## src/rtl/register_file_if.sv

```systemverilog
// Register file access bundle: one write port and two read ports.
interface register_file_if #(
    parameter int unsigned N = 32
);
    logic         wr_ena;
    logic [4:0]   wr_addr;
    logic [N-1:0] wr_data;
    logic [4:0]   rd_addr0;
    logic [4:0]   rd_addr1;
    logic [N-1:0] rd_data0;
    logic [N-1:0] rd_data1;

    modport master (
        output wr_ena, wr_addr, wr_data, rd_addr0, rd_addr1,
        input  rd_data0, rd_data1
    );

    modport slave (
        input  wr_ena, wr_addr, wr_data, rd_addr0, rd_addr1,
        output rd_data0, rd_data1
    );
endinterface

```

## src/rtl/register_file.sv

```systemverilog
// 32 x N register file: x0 reads zero, two combinational read ports,
// one synchronous write port with optional same-cycle write forwarding.

// 32:1 N-bit selector used by each read port.
module mux32 #(
    parameter int unsigned N = 32
) (
    input  logic [31:0][N-1:0] din,
    input  logic [4:0]         sel,
    output logic [N-1:0]       dout
);
    assign dout = din[sel];
endmodule

module register_file #(
    parameter int unsigned N      = 32,
    parameter bit          BYPASS = 1'b0
) (
    input  logic            clk,
    input  logic            rst,
    register_file_if.slave  bus
);
    localparam int unsigned NUM_REGS = 32;

    logic [NUM_REGS-1:1]         wr_sel;
    logic [NUM_REGS-1:0][N-1:0]  reg_out;
    logic [N-1:0]                mux_out0;
    logic [N-1:0]                mux_out1;
    logic                        fwd0;
    logic                        fwd1;

    // x0 has no storage; its selector input is tied low.
    assign reg_out[0] = '0;

    for (genvar i = 1; i < NUM_REGS; i++) begin : g_reg
        logic [N-1:0] q;

        // One-hot decode of the write address; reset blocks every write.
        assign wr_sel[i] = bus.wr_ena && !rst && (bus.wr_addr == 5'(i));

        always_ff @(posedge clk or posedge rst) begin
            if (rst) begin
                q <= '0;
            end else if (wr_sel[i]) begin
                q <= bus.wr_data;
            end
        end

        assign reg_out[i] = q;
    end

    mux32 #(.N(N)) u_mux0 (
        .din  (reg_out),
        .sel  (bus.rd_addr0),
        .dout (mux_out0)
    );

    mux32 #(.N(N)) u_mux1 (
        .din  (reg_out),
        .sel  (bus.rd_addr1),
        .dout (mux_out1)
    );

    // Forwarding only for a live, non-x0 write outside reset.
    always_comb begin
        fwd0 = 1'b0;
        fwd1 = 1'b0;
        if (BYPASS && bus.wr_ena && !rst && (bus.wr_addr != 5'd0)) begin
            fwd0 = (bus.rd_addr0 == bus.wr_addr);
            fwd1 = (bus.rd_addr1 == bus.wr_addr);
        end
    end

    always_comb begin
        bus.rd_data0 = '0;
        bus.rd_data1 = '0;
        if (!rst) begin
            bus.rd_data0 = fwd0 ? bus.wr_data : mux_out0;
            bus.rd_data1 = fwd1 ? bus.wr_data : mux_out1;
        end
    end
endmodule

```

## src/flat_wrapper.sv

```systemverilog
// flat-port wrapper written by rule: the top's interface ports become plain ports
module register_file_flat 
#(
    parameter int unsigned N      = 32,
    parameter bit          BYPASS = 1'b0
)
  (clk, rst, bus_wr_ena, bus_wr_addr, bus_wr_data, bus_rd_addr0, bus_rd_addr1, bus_rd_data0, bus_rd_data1);
  register_file_if #(.N(N)) bus_i ();
  input  logic clk;
  input  logic rst;
  input wire logic [$bits(bus_i.wr_ena)-1:0] bus_wr_ena;
  input wire logic [$bits(bus_i.wr_addr)-1:0] bus_wr_addr;
  input wire logic [$bits(bus_i.wr_data)-1:0] bus_wr_data;
  input wire logic [$bits(bus_i.rd_addr0)-1:0] bus_rd_addr0;
  input wire logic [$bits(bus_i.rd_addr1)-1:0] bus_rd_addr1;
  output wire logic [$bits(bus_i.rd_data0)-1:0] bus_rd_data0;
  output wire logic [$bits(bus_i.rd_data1)-1:0] bus_rd_data1;
  assign bus_i.wr_ena = bus_wr_ena;
  assign bus_i.wr_addr = bus_wr_addr;
  assign bus_i.wr_data = bus_wr_data;
  assign bus_i.rd_addr0 = bus_rd_addr0;
  assign bus_i.rd_addr1 = bus_rd_addr1;
  assign bus_rd_data0 = bus_i.rd_data0;
  assign bus_rd_data1 = bus_i.rd_data1;
  register_file #(.N(N), .BYPASS(BYPASS)) u_core (.clk(clk), .rst(rst), .bus(bus_i));
endmodule
```

## config.mk

```make
export PLATFORM = sky130hd
export DESIGN_NAME = register_file_flat
export DESIGN_NICKNAME = d
export VERILOG_FILES = /design/src/rtl/register_file_if.sv /design/src/rtl/register_file.sv /design/src/flat_wrapper.sv
export SDC_FILE = /design/constraint.sdc
export NUM_CORES = 2
export LEC_CHECK = 0
export BUFFER_PORTS_ARGS = -buffer_cell sky130_fd_sc_hd__buf_2
export CELL_PAD_IN_SITES_DETAIL_PLACEMENT = 1
export CELL_PAD_IN_SITES_GLOBAL_PLACEMENT = 1
export CORE_ASPECT_RATIO = 0.5
export CORE_MARGIN = 5
export CORE_UTILIZATION = 48
export DETAILED_ROUTE_END_ITERATION = 16
export PLACE_DENSITY_LB_ADDON = 0.1
export SLEW_MARGIN = 30
export SYNTH_ARGS = -nofsm -noshare
export SYNTH_HDL_FRONTEND = slang
export SYNTH_SLANG_ARGS = --single-unit
```

## constraint.sdc

```tcl
create_clock -name clk -period 26.2 [get_ports clk]
set_input_delay 0 -clock clk [delete_from_list [all_inputs] [get_ports clk]]
set_output_delay 0 -clock clk [all_outputs]
set_load 0.05 [all_outputs]
```

; ---- Yosys cells after proc, flatten, opt, wreduce, memory -nomap -nowiden
; Cells that the tools add are included.
[op_classes]
n_lt_le_gt_ge = 2
n_mux = 6
n_reduce_logical = 33
n_eq_ne = 31
[op_table]
columns = operator, n
row1 = 32-bit binary-select mux with 5-bit select, 2
row2 = 32-bit 2-to-1 mux, 4
row3 = 5-bit equality test (second input constant), 16
row4 = 5-bit by 4-bit equality test with 1-bit output (second input constant), 8
row5 = 1-bit logical AND, 32
row6 = 5-bit by 3-bit equality test with 1-bit output (second input constant), 4
row7 = 5-bit by 6-bit < comparator with 1-bit output (second input constant), 2
row8 = 5-bit by 2-bit equality test with 1-bit output (second input constant), 2
row9 = 5-bit by 1-bit equality test with 1-bit output (second input constant), 1
row10 = 1-bit logical NOT, 1
[totals]
regBits = 992
inputBits = 50

; ---- Depth between registers and ports, before layout
[depth]
depth_word = 3
mapped_depth = 10
ltp_nobuf = 4

; ---- Cells and area by module
; From an unflattened synthesis, not the netlist that was laid out.
[hier_totals]
hier_cells = 4617
hier_area_um2 = 55344.3
[by_module_without_submodules]
columns = module, n_inst, seq_area_each_um2, cells_per_inst, area_per_inst_um2
row1 = register_file, 1, 24823.8, 2301, 37569.8
row2 = mux32, 2, 0.0, 1158, 8887.3

; ---- Worst setup path before layout
; Ideal clock, no wire load.
[synth_timing]
kind = input -> output
startpoint = in bus_rd_addr1[1]
endpoint = out bus_rd_data1[31]
t_arrival_ns = 3.437
path_stages = 7
path_buffers = 4
slack_ns = 22.763
cell_sequence = buf_2 > buf_4 > buf_2 > buf_2 > nor3_1 > a211oi_1 > a2111oi_0
[synth_via]
elab_chain_cells = 3
[synth_rtl]
columns = element, line_no
row1 = start: declaration, flat_wrapper.sv:15  ; input wire logic [$bits(bus_i.rd_addr1)-1:0] bus_rd_addr1;
row2 = 32-bit binary-select mux with 5-bit select, register_file.sv:12  ; assign dout = din[sel];
row3 = 32-bit 2-to-1 mux (not written as such), register_file.sv:12
row4 = 32-bit 2-to-1 mux, register_file.sv:77  ; if (!rst) begin
row5 = end: declaration, flat_wrapper.sv:17  ; output wire logic [$bits(bus_i.rd_data1)-1:0] bus_rd_data1;
; No other way between the ends. The select of a mux whose other input is x is not followed.

; ---- Worst setup path after layout
[layout_timing]
startpoint = in bus_rd_addr0[1]
endpoint = out bus_rd_data0[4]
[layout_via]
elab_chain_cells = 3
[layout_rtl]
columns = element, line_no
row1 = start: declaration, flat_wrapper.sv:14  ; input wire logic [$bits(bus_i.rd_addr0)-1:0] bus_rd_addr0;
row2 = 32-bit binary-select mux with 5-bit select, register_file.sv:12
row3 = 32-bit 2-to-1 mux (not written as such), register_file.sv:12
row4 = 32-bit 2-to-1 mux, register_file.sv:77
row5 = end: declaration, flat_wrapper.sv:16  ; output wire logic [$bits(bus_i.rd_data0)-1:0] bus_rd_data0;
; No other way between the ends. The select of a mux whose other input is x is not followed.

==> summary.txt <==
Timing
  – Max-slew violation count: 0
  – RSZ-0062 raised after global routing: no
  – Slew @ Worst Pin: 1.138 ns
  – Fmax: 248.8 MHz
  – Final min period: 4.020 ns
  – Fin crit share: 0.1534
  – Final hold violation count: 0
  – Max_slew headroom: 0.2411
  – TNS Setup: 0 ns
  – Final Skew: 0 ns
  – # setup viols final: 0

Route
  – DRT iter0 DRCs: 3772
  – DR pass1 iterations: 5
  – WL final: 188800 um
  – Residual DRC: 0
  – DRT antenna net count: 0
  – Via count: 36750
  – Vias per cell: 6.919
  – Avg WL per Cell: 35.56 um

CTS
  – CTS tree: yes
  – Clock sinks: 992
  – Clock transition at path regs: 0.07 ns
  – TritonCTS Buffers: 95
  – Root Driver: clkbuf_16
  – Post-CTS repair timing setup buffer count: 0
  – Clock latency on the worst-skew pair: 0.72 ns
  – CTS max path bufs: 3
  – H-Tree Level Count: 3

Floorplan
  – Initial Util: 0.4866
  – Die Span X: 483.8 um
  – Site row count: 86
  – Die area: 119500 um^2
  – Io pins: 114
  – Die Height: 246.9 um
  – Core footprint: 110700 um^2

Pwr
  – P_sw: 1147 uW
  – Cell Int Power: 3004 uW
  – Lkg Pwr: 0.02689 uW
  – Pwr dens: 69.93 nW/um^2
  – Fraction of power consumed by sequential logic: 0.457
  – Clock Power Share: 0.370
  – Peak supply drop: 0.05002 mV
  – Logic pwr share: 0.173
  – Total Power: 4151 uW
  – Switching Share: 0.2763

Synth
  – Synth area leaders: dfrtp_1, mux2_2, mux4_2, mux2i_1, a221oi_1
  – Synth cell count leaders: mux2_2, dfrtp_1, mux2i_1
  – Synthesized area: 53880 um^2
  – Synth area leader: dfrtp_1
  – Asr flop ratio synth: 1.000
  – Yosys cell types: 44
  – Post-synthesis sequential area ratio: 0.4608
  – Top-count cell post-synth: mux2_2
  – Synthesized area per cell: 14.07 um^2
  – #FFs+latches synth: 992
  – Top cell type's share of synthesized area: 0.4608
  – Ys Warns: 0
  – Cell count after synthesis: 3830
  – EDFF count, synth: 0
  – Ys flop type: dfrtp_1
  – Mapped Nets: 3880

Critical path
  – Crit end category: output port
  – Launching element type of the critical path: input pin
  – Worst-path fanout max: 72
  – WS Path Type: in -> out
  – Crit path DAT: 4.02 ns
  – Crit path required time: 26.20 ns

Finish
  – ANT cells: 0
  – Max FFs per register: 992
  – Final Net Count: 3790
  – Top flop regs: u_core.g.q (992)
  – Filler cell count: 10450
  – Share of layout cells above drive strength 1: 0.4841
  – Reg with most FFs: u_core.g.q
  – Area Overhead vs Synth: 10.16%

Placement
  – # port buffers: 113
  – Detailed Place HPWL: 104900 um
  – Gpl congestion: 0.7970

GRT
  – Met2 usage: 0.4849
  – Wire length of the first global-routing pass: 278100 um
  – GR Util met3: 0.05451
  – Initial antenna violation count: 2
  – Congestion Overflow GR: 0
  – Grt peak-use layer: met2
  – Met1 Resource Use GR: 0.4586
  – Largest net degree at the start of global routing: 176
  – Vias in the first global route: 38950
  – GRT Util Overall: 0.3144

Flow run
  – Max Cap Viol: 0

Run status
  – Outcome: complete, no violations

Worst hold path
  – Min-delay worst type: in -> reg
cell usage in the layout (no fill, tap or decap), types with 8 or more instances in the layout:
cell type	instances
a2111oi_2	22
a21oi_1	90
a221o_1	92
a221oi_1	124
a22oi_1	34
a31oi_1	31
buf_2	104
buf_4	80
buf_6	8
bufinv_16	11
clkbuf_1	14
clkbuf_16	99
clkbuf_8	34
clkinv_2	9
dfrtp_1	992
dlygate4sd3_1	33
mux2_1	14
mux2_2	1140
mux2i_1	344
mux4_2	260
nand2_1	40
nand2_2	12
nand2b_1	36
nand3_1	32
nor2_4	15
o21ai_0	31
o221ai_1	31
critical path: stages:
cell       delay, ns
buf_8           0.61
buf_4           0.76
buf_4           0.84
mux2i_1         0.18
a221oi_1        0.32
a221oi_1        0.12
a2111oi_1       0.68
buf_2           0.39
metal layers:
layer	vias up	share of wire	routed length [um]
met1	20360	0.45	85450
met2	1417	0.45	84510
met3	321	0.068	12860
met4	0	0.032	6019
li1	14650	-	-
met5	-	0	0
metrics by stage:
stage / cells / setup slack [ns] / hold slack (ns) / area (um^2) / utilization
floorplan: 3830 / 12.16 / 0.1347 / 53880 / -
global placement: 5096 / 22.16 / 0.4866 / 55330 / 0.4997
detailed placement: 5102 / 22.18 / 0.5018 / 55490 / 0.5012
CTS: 5307 / 22.18 / 0.01972 / 59230 / 0.5350
global route: 5311 / 21.94 / 0.01531 / 59350 / 0.5360
finish: 5311 / 22.18 / 0.04868 / 59350 / 0.5360
logic make-up after synthesis:
| kind of cell | count (synthesis) | share of synthesized area |
|---|---|---|
| flip-flops | 992 | 0.4608 |
| buffers and inverters | 432 | 0.03746 |
| AND/OR/NAND/NOR | 171 | 0.01619 |
| AO/OA/AOI/OAI | 477 | 0.07181 |
| multiplexers | 1758 | 0.4138 |
final timing paths:
kind                       cells after the start                          startpoint                                 end  slack [ns]
max reg2reg                                    1  u_core.g_reg[19].q[13]$_DFFE_PP0P_  u_core.g_reg[19].q[13]$_DFFE_PP0P_       25.38
max in group asynchronous                      7                                 rst   u_core.g_reg[22].q[9]$_DFFE_PP0P_       23.44
max                                            8                     bus_rd_addr0[1]                     bus_rd_data0[4]       22.18
min                                            3                      bus_wr_addr[2]  u_core.g_reg[12].q[31]$_DFFE_PP0P_        0.05
min reg2reg                                    1   u_core.g_reg[7].q[25]$_DFFE_PP0P_   u_core.g_reg[7].q[25]$_DFFE_PP0P_        0.52
min in group asynchronous                      4                                 rst   u_core.g_reg[4].q[17]$_DFFE_PP0P_        0.41
power groups by stage:
stage	combinational (uW)	clock, uW	sequential (uW)
global placement	687	0	1900
finish	718	1530	1900
detailed placement	709	0	1920
global route	770	1620	1920
CTS	717	1560	1890
floorplan	563	0	1870
what timing repair did:
item                      4_1_cts  5_1_grt
hold buffers                   33        0
hold endpoints to repair     1125        0
resized for setup               0        0
layout make-up:
type                       count  area, um^2  share of cell area
clock buffer                 146        2984             0.05028
clock inverter                26       426.7            0.007189
inverter                       2       12.51           0.0002108
multi-input combinational   2406       27310              0.4602
sequential                   992       24820              0.4183
tap                         1496        1872             0.03154
timing repair buffer         243        1921             0.03236
No activity file was read; power rests on OpenSTA's default activity.
